--- config.mk ---
export PLATFORM = sky130hd
export DESIGN_NAME = hazard_stall_unit
export DESIGN_NICKNAME = d
export VERILOG_FILES = /design/src/rtl/hazard_stall_unit.sv
export SDC_FILE = /design/constraint.sdc
export NUM_CORES = 1
export LEC_CHECK = 0
export ABC_AREA = 1
export ABC_CLOCK_PERIOD_IN_PS = 4200
export CORE_MARGIN = 2
export CORE_UTILIZATION = 52
export CTS_BUF_LIST = sky130_fd_sc_hd__clkbuf_4 sky130_fd_sc_hd__clkbuf_8
export CTS_CLUSTER_DIAMETER = 100
export CTS_CLUSTER_SIZE = 14
export DETAILED_ROUTE_END_ITERATION = 8
export PLACE_DENSITY = 0.88
export SLEW_MARGIN = 20
export SYNTH_ARGS = -nofsm -noshare
export SYNTH_HDL_FRONTEND = slang
export SYNTH_SLANG_ARGS = --single-unit
--- constraint.sdc ---
create_clock -name clk -period 4.2 [get_ports clk]
set_input_delay 1.26 -clock clk [delete_from_list [all_inputs] [get_ports clk]]
set_output_delay 1.26 -clock clk [all_outputs]
set_load 0.05 [all_outputs]
--- src/rtl/hazard_stall_unit.sv ---
// Load-use hazard detector: carries destination tags through ID/EX, EX/MEM and MEM/WB,
// stalls PC/IF-ID and bubbles ID/EX when a load result cannot be forwarded in time.
module hazard_stall_unit #(
  parameter int REG_W    = 5,
  parameter int LOAD_LAT = 1,
  parameter int CNT_W    = 16
) (
  input  logic             clk,
  input  logic             rst_n,
  input  logic             id_valid,
  input  logic [REG_W-1:0] id_rs,
  input  logic [REG_W-1:0] id_rt,
  input  logic             id_uses_rt,
  input  logic [REG_W-1:0] id_rd,
  input  logic             id_regwrite,
  input  logic             id_memread,
  input  logic             flush,
  input  logic             cnt_clr,
  output logic             stall,
  output logic             idex_bubble,
  output logic [REG_W-1:0] idex_rd,
  output logic             idex_memread,
  output logic [REG_W-1:0] exmem_rd,
  output logic             exmem_regwrite,
  output logic [REG_W-1:0] memwb_rd,
  output logic             memwb_regwrite,
  output logic [CNT_W-1:0] stall_count
);

  typedef struct packed {
    logic [REG_W-1:0] rd;
    logic             regwrite;
    logic             memread;
  } tag_t;

  localparam logic LAT2 = 1'(LOAD_LAT == 2);

  tag_t             r_idex;
  tag_t             r_exmem;
  logic [REG_W-1:0] r_memwb_rd;
  logic             r_memwb_regwrite;
  logic [CNT_W-1:0] r_count;

  tag_t w_id_tag;
  logic w_match_idex;
  logic w_match_exmem;
  logic w_haz;

  // A stage blocks ID only if it holds a load writing a nonzero register that ID reads.
  function automatic logic tag_match(input tag_t             t,
                                     input logic             v,
                                     input logic [REG_W-1:0] rs,
                                     input logic [REG_W-1:0] rt,
                                     input logic             uses_rt);
    return t.memread & t.regwrite & (t.rd != '0) & v &
           ((t.rd == rs) | (uses_rt & (t.rd == rt)));
  endfunction

  assign w_match_idex  = tag_match(r_idex,  id_valid, id_rs, id_rt, id_uses_rt);
  assign w_match_exmem = tag_match(r_exmem, id_valid, id_rs, id_rt, id_uses_rt);

  // With a two-stage load, the EX/MEM copy of the load is still too early to forward.
  assign w_haz       = w_match_idex | (LAT2 & w_match_exmem);
  assign stall       = w_haz & ~flush;
  assign idex_bubble = stall | flush;

  assign w_id_tag.rd       = id_rd;
  assign w_id_tag.regwrite = id_regwrite & id_valid;
  assign w_id_tag.memread  = id_memread & id_valid;

  // NOTE: non-blocking assignments so every stage captures its predecessor's pre-edge value.
  always_ff @(posedge clk or negedge rst_n) begin
    if (!rst_n) begin
      r_idex           <= '0;
      r_exmem          <= '0;
      r_memwb_rd       <= '0;
      r_memwb_regwrite <= 1'b0;
    end else begin
      r_idex           <= idex_bubble ? '0 : w_id_tag;
      r_exmem          <= r_idex;
      r_memwb_rd       <= r_exmem.rd;
      r_memwb_regwrite <= r_exmem.regwrite;
    end
  end

  always_ff @(posedge clk or negedge rst_n) begin
    if (!rst_n) begin
      r_count <= '0;
    end else if (cnt_clr) begin
      r_count <= '0;
    end else if (stall && (r_count != '1)) begin
      r_count <= r_count + CNT_W'(1);
    end
  end

  assign idex_rd        = r_idex.rd;
  assign idex_memread   = r_idex.memread;
  assign exmem_rd       = r_exmem.rd;
  assign exmem_regwrite = r_exmem.regwrite;
  assign memwb_rd       = r_memwb_rd;
  assign memwb_regwrite = r_memwb_regwrite;
  assign stall_count    = r_count;

endmodule

# Yosys cells after proc, flatten, opt, wreduce, memory -nomap -nowiden
# Index checks and enable logic that the tools add are counted.
# word_totals
wordCells,29
in_bits,23
out_inout_bits,36
register_bits,35
# op_classes
n_reduce_logical,3
bitwise,11
muxes,3
n_eq_ne,3
n_addsub,1
# ops
op,count
two-way mux 16 bit,2
adder 16 x 1 -> 16 bit (second input constant),1
!= test 16 bit (second input constant),1
== test 5 bit,2
AND 1 bit,8
two-way mux 7 bit,1
nonzero test 5 bit,1
OR 1 bit,2
nonzero test 2 bit,1
logical AND 1 bit,1
inverter 1 bit,1

# Depth between registers and ports, before layout
# Gate-level depths: netlist (run 1).
# logic_depth
word_depth,8
depth_mapped,11
depth_no_buf,10

# Worst setup path before layout (run 1)
# No wires, ideal clock.
# synth_path
path_kind,input to output
start,input port id_rt[0]
end,output port stall
setup_slack_ns,0.596
n_path_buf,0
path_stages,8
arrival_ns,2.344
t_required_ns,2.940
path_cell_list,inv_1 > nand2_1 > nand2_1 > nor2_1 > nand3_1 > nand2_2 > nand2_1 > nor2_1
# synth_between
elab_chain_cells,5
# synth_lines
element,line_no,text
from (decl),12,"input logic [REG_W-1:0] id_rt,"
== test 5 bit,56,((t.rd == rs) | (uses_rt & (t.rd == rt)));
AND 1 bit,56,
OR 1 bit,56,
AND 1 bit,55,return t.memread & t.regwrite & (t.rd != '0) & v &
AND 1 bit,64,assign stall = w_haz & ~flush;
to (decl),19,"output logic stall,"
# Every way passes these cells.

# Final worst setup path (run 1)
# layout_path
start,input port id_rs[4]
end,output port stall
# layout_between
elab_chain_cells,4
# layout_lines
element,line_no,text
from (decl),11,"input logic [REG_W-1:0] id_rs,"
== test 5 bit,56,
OR 1 bit,56,
AND 1 bit,55,
AND 1 bit,64,
# Every way passes these cells.

==> impl_results.md, run 1 <==
- Number of slew-limit violations in the final report: 0
- Final hold viol count: 0
- Clock tree from TritonCTS: yes
- Switch share: 30.0%
- Worst Path Arrival: 2.72 ns
- Setup crit end kind: primary output
- HPWL after detailed placement: 3.21 mm
- Sequential element share of the synthesized area: 46.8%
- Per-cell routed wire length: 12.0 µm
- Count of buffers added by post-CTS timing repair for setup: 0
- Power per unit of standard cell area: 270 nW/µm²
- Count of antenna diodes in the layout: 0
- Relative slew margins: 64.7%
- Fraction of layout instances using a drive strength above 1: 8.47%
- Seq cells post-synth: 35
- Setup repair after global routing missed its margin: false
- Sum of overflow across all layers after global routing: 0
- Switching Power: 0.000207 W
- Bufs on Longest Clock Path: 2
- Path type of the worst min-delay path: register to register
- Layout-stage area growth over the synthesis result: 36.1%
- IO Port Bufs: 58
- Transition time of the tightest slew-check pin: 0.528 ns
- Antenna violations before repair: 0
- Net count reported at finish: 330
- Endpoints failing setup: 0
- First-pass detailed-route iteration total: 4
- Run status: completed
- Net count after synthesis: 271
- YS warnings: 0
- Count of maximum capacitance violations: 0
- Final weighted congestion in routability-driven placement: 0.882
- Rows: 21
- Post-route antenna net violation count: 0
- Top Ports: 59
- Via/cell ratio: 4.89
- Final core occ: 75.2%
- Total track usage: 23.3%
- Tmin final: 3.98 ns
- Minimum hold slack: 0.380 ns
- Comb pwr share: 20.4%
- First-pass GRT wire length: 7.36 mm
- Mean area per synthesized cell: 7.58 µm²
- Sequential Power Share: 52.3%
- Number of DRC markers in iteration 0: 121
- Sum Neg Setup Slack: 0 ns
- Worst-skew pair later-pin latency: 0.34 ns
- CTS Root Buffer Type: sky130_fd_sc_hd__clkbuf_4
- DRC: 0
- Required time reported for the critical path endpoint: 2.94 ns
- Number of global-route vias before repair: 1643
- Highest fanout seen on the critical path: 2
- Kind of launch point of the worst setup path: primary input
- Max VDD drop: 0.191 mV
- Maximum number of pins on one net before global-route repair: 36
- Count of hold-fix buffers inserted at cts: 0
- Static leakage power: 1.26 nW
- Vertical die dimension: 64.0 µm
- Part of the total power dissipated in the clock network: 27.3%
- Ratio of final minimum period to clock period: 94.7%
- Layout Skew: 0.0105 ns
- Post-cts repair resize count: 0
- Gate count of the mapped netlist: 247
- Upper clock frequency limit: 251 MHz
- Final wirelength: 4.25 mm
- Clock input transition at the sequential cells of the worst setup and hold paths: 0.09 ns
- Post-synth design cell area: 1870 µm²
- TritonCTS Buffers: 5
- Area of the core region: 3390 µm²
- Total number of clock tree sinks: 35
- Cell variety after synth: 26
- Floorplan die area: 4100 µm²
- Via count: 1725
- Horizontal extent of the die: 64.0 µm
- H-tree levels: 2
- Critical path start-end classification: primary input to primary output
- Internal power: 0.000481 W
- Initial core utilization: 55.3%
## kinds of logic after synthesis
group                    count (synthesis)  synth area share, %
AO/OA/AOI/OAI                            5                 1.60
XOR/XNOR                                 8                 3.74
adder cells (fa/ha/maj)                  1                0.668
flip-flops                              35                 46.8
AND/OR/NAND/NOR                        156                 37.1
buffers and inverters                   42                 10.1
## cell usage after synthesis
library cell	number	share of area, %
sky130_fd_sc_hd__nand2_1	76	15
sky130_fd_sc_hd__nor2_1	39	7.8
sky130_fd_sc_hd__dfrtp_1	35	47
sky130_fd_sc_hd__inv_1	27	5.4
sky130_fd_sc_hd__nand3_1	23	6.1
sky130_fd_sc_hd__buf_4	6	2.4
sky130_fd_sc_hd__xor2_1	6	2.8
sky130_fd_sc_hd__inv_2	4	0.80
sky130_fd_sc_hd__nand4_1	4	1.3
sky130_fd_sc_hd__nor3_1	3	0.80
sky130_fd_sc_hd__nor3b_1	3	1.2
sky130_fd_sc_hd__clkbuf_1	2	0.40
sky130_fd_sc_hd__nand2_2	2	0.67
sky130_fd_sc_hd__nor3_2	2	1.1
sky130_fd_sc_hd__o21ai_0	2	0.53
sky130_fd_sc_hd__o21bai_1	2	0.80
sky130_fd_sc_hd__xnor2_1	2	0.94
sky130_fd_sc_hd__buf_2	1	0.27
sky130_fd_sc_hd__buf_6	1	0.60
sky130_fd_sc_hd__clkinv_1	1	0.20
sky130_fd_sc_hd__ha_1	1	0.67
sky130_fd_sc_hd__nand2_4	1	0.60
sky130_fd_sc_hd__nand3_2	1	0.53
sky130_fd_sc_hd__nand4_4	1	1.1
sky130_fd_sc_hd__nor2_4	1	0.60
sky130_fd_sc_hd__o21ai_1	1	0.27
## stage by stage
stage | total power (W) | std cells | setup WS [ns] | cell area [µm²]
2_1_floorplan | 0.000446 | 247 | 0.596 | 1870
6_report | 0.000688 | 353 | 0.221 | 2550
5_1_grt | 0.000723 | 353 | 0.131 | 2550
3_3_place_gp | 0.000504 | 345 | 0.333 | 2490
3_5_place_dp | 0.000508 | 345 | 0.228 | 2490
4_1_cts | 0.000691 | 353 | 0.227 | 2550
## worst max-delay path, stage by stage
cell and delay [ns]:
sky130_fd_sc_hd__clkdlybuf4s50_1 0.48, sky130_fd_sc_hd__inv_1 0.05, sky130_fd_sc_hd__nand2_1 0.06, sky130_fd_sc_hd__nand2_1 0.06
sky130_fd_sc_hd__nor2_1 0.15, sky130_fd_sc_hd__nand3_1 0.11, sky130_fd_sc_hd__nand2_2 0.10, sky130_fd_sc_hd__nand2_1 0.08
sky130_fd_sc_hd__nor2_1 0.19, sky130_fd_sc_hd__buf_12 0.17
## power groups by stage
stage               clock, W  sequential [W]  combinational (W)
finish              0.000188        0.000360           0.000140
global route        0.000210        0.000362           0.000151
CTS                 0.000190        0.000360           0.000142
detailed placement         0        0.000366           0.000141
global placement           0        0.000366           0.000138
floorplan                  0        0.000398          0.0000472
## sequential cells by signal (all words and copies together) (netlist names)
register	count
r_idex	1
idex_memread	1
exmem_regwrite	1
exmem_rd	5
idex_rd	5
memwb_regwrite	1
memwb_rd	5
stall_count	16
## metal layers
layer / vias to the layer above / GRT usage [%] / share of wire (%)
met3: 10 / 3.35 / 4.7
met1: 781 / 30.4 / 43
met5: - / 0 / 0
met4: 0 / 10.6 / 2.4
li1: 883 / - / -
met2: 51 / 38.4 / 50
## area by class of cell
| class | instances | area (µm²) |
|---|---|---|
| fill | 232 | 840 |
| tap | 46 | 57.6 |
| multi-input combinational | 170 | 808 |
| clock buffer | 7 | 52.6 |
| inverter | 32 | 120 |
| timing repair buffer | 62 | 631 |
| clock inverter | 1 | 5.00 |
| sequential | 35 | 876 |
## layout by cell type, fill, tap and decap left out, drive strengths merged
cell type	netlist	routed
clkbuf	2	7
nor3b	3	3
xor2	6	6
nor2	40	40
clkinv	1	2
nand3	24	24
xnor2	2	2
buf	8	6
ha	1	1
nand2	79	79
inv	31	31
nand4	5	5
dfrtp	35	35
o21ai	3	3
clkdlybuf4s50	0	56
o21bai	2	2
nor3	5	5
## final timing paths
check / to / cells past startpoint / from / slack (ns)
worst max-delay path: stall / 10 / id_rs[4] / 0.22
worst min-delay path: memwb_rd[2]$_DFF_PN0_ / 0 / exmem_rd[2]$_DFF_PN0_ / 0.38
worst max register to register: stall_count[9]$_DFFE_PN0P_ / 10 / stall_count[0]$_DFFE_PN0P_ / 2.36
worst min register to register: memwb_rd[2]$_DFF_PN0_ / 0 / exmem_rd[2]$_DFF_PN0_ / 0.38
max in group asynchronous: stall_count[14]$_DFFE_PN0P_ / 2 / rst_n / 2.57
min in group asynchronous: stall_count[6]$_DFFE_PN0P_ / 2 / rst_n / 1.30
Power figures use the tool's default switching activity.
==> run 2, diff against run 1 <==
--- a/config.mk
+++ b/config.mk
@@ -9,4 +9,6 @@
 export ABC_CLOCK_PERIOD_IN_PS = 4200
+export CELL_PAD_IN_SITES_DETAIL_PLACEMENT = 1
+export CELL_PAD_IN_SITES_GLOBAL_PLACEMENT = 2
 export CORE_MARGIN = 2
-export CORE_UTILIZATION = 52
+export CORE_UTILIZATION = 28
 export CTS_BUF_LIST = sky130_fd_sc_hd__clkbuf_4 sky130_fd_sc_hd__clkbuf_8
@@ -15,3 +17,3 @@
 export DETAILED_ROUTE_END_ITERATION = 8
-export PLACE_DENSITY = 0.88
+export PLACE_DENSITY = 0.87
 export SLEW_MARGIN = 20
--- a/constraint.sdc
+++ b/constraint.sdc
@@ -3,2 +3,2 @@
 set_output_delay 1.26 -clock clk [all_outputs]
-set_load 0.05 [all_outputs]
+set_load 0.1 [all_outputs]
==> run 2 against run 1 <==
Net effect:
- the run now ends with DRC left
- combinational power up 36%
- final cell count grew 8.5%
- total power is 27% higher
- clock power increased by 71%
- worst hold slack got worse by 0.0050 ns
- register-to-register slack got worse by 0.07 ns
- critical path type unchanged
- largest cell class unchanged
==> impl_results.md, run 2 (synthesis gave the netlist of run 1 again) <==
- Run status: complete, but fails checks
- Violations in the final reports: DRC
- Floorplan die area: 7360 µm²
- Area of the core region: 6420 µm²
- Count of hold-fix buffers inserted at cts: 0
- Setup repair after global routing missed its margin: false
- IO Port Bufs: 58
- Setup crit end kind: primary output
- First-pass GRT wire length: 8.83 mm
- Bufs on Longest Clock Path: 2
- Count of buffers added by post-CTS timing repair for setup: 0
- Worst setup slack after placement: 0.283 ns
- Cells traversed along the worst timing path: clkdlybuf4s50_1 > inv_1 > nand2_1 > nand2_1 > nor2_1 > nand3_1 > nand2_2 > nand2_1 > nor2_2 > buf_12
- Total number of clock tree sinks: 35
- Clock input transition at the sequential cells of the worst setup and hold paths: 0.08 ns
- Endpoints failing setup: 0
- Antenna violations before repair: 0
- Launch instance of the worst register-to-register path: stall_count[0]$_DFFE_PN0P_
- Count of antenna diodes in the layout: 0
- Multi-input gate area: 811 µm²
- HPWL after detailed placement: 3.85 mm
- Rows: 29
- Layout Skew: 0.00527 ns
- Sequential Power Share: 41.3%
- Path type of the worst min-delay path: register to register
- CTS Root Buffer Type: sky130_fd_sc_hd__clkbuf_8
- Count of filler cells inserted in the layout: 782
- Number of DRC markers in iteration 0: 54
- Required time reported for the critical path endpoint: 2.94 ns
- Power per unit of standard cell area: 330 nW/µm²
- Top Ports: 59
- Net count reported at finish: 329
- TritonCTS Buffers: 5
- Per-cell routed wire length: 13.2 µm
- Relative slew margins: 34.0%
- Ratio of final minimum period to clock period: 93.1%
- H-tree levels: 2
- Vertical die dimension: 85.8 µm
- Worst hold stages: 0
- Horizontal extent of the die: 85.8 µm
- Standard cell area after detailed placement: 2520 µm²
- Count of maximum capacitance violations: 0
- Cell repeated most along the worst path: sky130_fd_sc_hd__nand2_1
- Post-cts repair resize count: 0
- Upper clock frequency limit: 256 MHz
- Fraction of layout instances using a drive strength above 1: 8.82%
- Worst-skew pair later-pin latency: 0.29 ns
- Part of the total power dissipated in the clock network: 36.9%
- Max reg flops: 16
- Total track usage: 15.1%
- Critical-path cell with the highest stage delay: sky130_fd_sc_hd__clkdlybuf4s50_1
- Via/cell ratio: 4.50
- Initial core utilization: 29.2%
- Worst setup slack after layout: 0.291 ns
- Switch share: 31.8%
- Max VDD drop: 0.163 mV
- Clock tree from TritonCTS: yes
- Post-route insts no fill: 383
- Via count: 1724
- Transition time of the tightest slew-check pin: 0.986 ns
- Most common library cell in the layout ignoring fill and taps: sky130_fd_sc_hd__nand2_1
- Most frequent cells in the layout: sky130_fd_sc_hd__nand2_1 (76), sky130_fd_sc_hd__clkdlybuf4s50_1 (55), sky130_fd_sc_hd__nor2_1 (38)
- Worst flop-to-flop path endpoint: stall_count[2]$_DFFE_PN0P_
- Metal-1 WL: 2.36 mm
- Layout-stage area growth over the synthesis result: 40.9%
- Critical path start-end classification: primary input to primary output
- Placed instance count: 375
- Reg2Reg Depth: 10
- Tmin final: 3.91 ns
- Sum of overflow across all layers after global routing: 0
- Start point of the worst hold path: r_idex[1]$_DFF_PN0_
- Switching Power: 0.000277 W
- Register area: 876 µm²
- Number of global-route vias before repair: 1856
- Final Cell Area: 2640 µm²
- Final weighted congestion in routability-driven placement: 0.796
- Delay of the slowest critical-path stage: 0.49 ns
- Worst Path Arrival: 2.65 ns
- Met2 routed WL: 2.38 mm
- Number of slew-limit violations in the final report: 0
- Worst Hold Path EP: exmem_regwrite$_DFF_PN0_
- Final wirelength: 5.07 mm
- Final core occ: 41.1%
- Sum Neg Setup Slack: 0 ns
- Metal3 WL: 274 µm
- Highest Signal Layer: met4
- Kind of launch point of the worst setup path: primary input
- Post-route antenna net violation count: 0
- First-pass detailed-route iteration total: 7
- Flop2flop setup slack: 2.29 ns
- Final hold viol count: 0
- DRC: 1
- Comb pwr share: 21.8%
- Maximum number of pins on one net before global-route repair: 36
- Internal power: 0.000594 W
- Highest fanout seen on the critical path: 2
- Static leakage power: 1.28 nW
run 2: per-stage QoR:
| step | hold slack, ns | total power, W |
|---|---|---|
| after floorplan | 0.354 | 0.000493 |
| after global placement | 0.359 | 0.000556 |
| after detailed placement | 0.364 | 0.000559 |
| after CTS | 0.380 | 0.000885 |
| after global routing | 0.395 | 0.000912 |
| final | 0.375 | 0.000871 |
run 2: routing by layer:
metal | track usage [%] | vias up
met3 | 4.33 | 6
met5 | 0 | -
met4 | 3.46 | 0
met1 | 19.3 | 811
met2 | 25.5 | 40
li1 | - | 867
run 2: worst max-delay path by stage:
stage | to | depth (start not counted) | startpoint
finish | stall | 10 | id_rt[4]
global route | idex_bubble | 10 | id_rs[1]
CTS | idex_bubble | 10 | id_rt[1]
detailed placement | idex_bubble | 10 | id_rt[1]
global placement | stall | 10 | id_rt[1]
floorplan | stall | 8 | id_rt[0]
run 2: area by class of cell:
| type | count | area share (%) |
|---|---|---|
| flip-flops and latches | 35 | 33.2 |
| clock inverters | 2 | 1.33 |
| multi-input cells | 170 | 30.7 |
| repair buffers | 61 | 23.4 |
| inverters | 32 | 4.55 |
| well taps | 77 | 3.65 |
| clock buffers | 6 | 3.13 |
run 2: worst max-delay path: cells and delay by family:
kind                   cells  cell delay [ns]
and+or+nand+nor            7             0.67
buffers and inverters      3             0.73
run 2: power by group through the flow:
stage	Sequential (W)	Combinational (W)	Clock [W]
2_1_floorplan	0.000435	0.0000589	0
3_3_place_gp	0.000366	0.000190	0
3_5_place_dp	0.000367	0.000192	0
4_1_cts	0.000360	0.000192	0.000333
5_1_grt	0.000363	0.000202	0.000348
6_report	0.000360	0.000190	0.000322
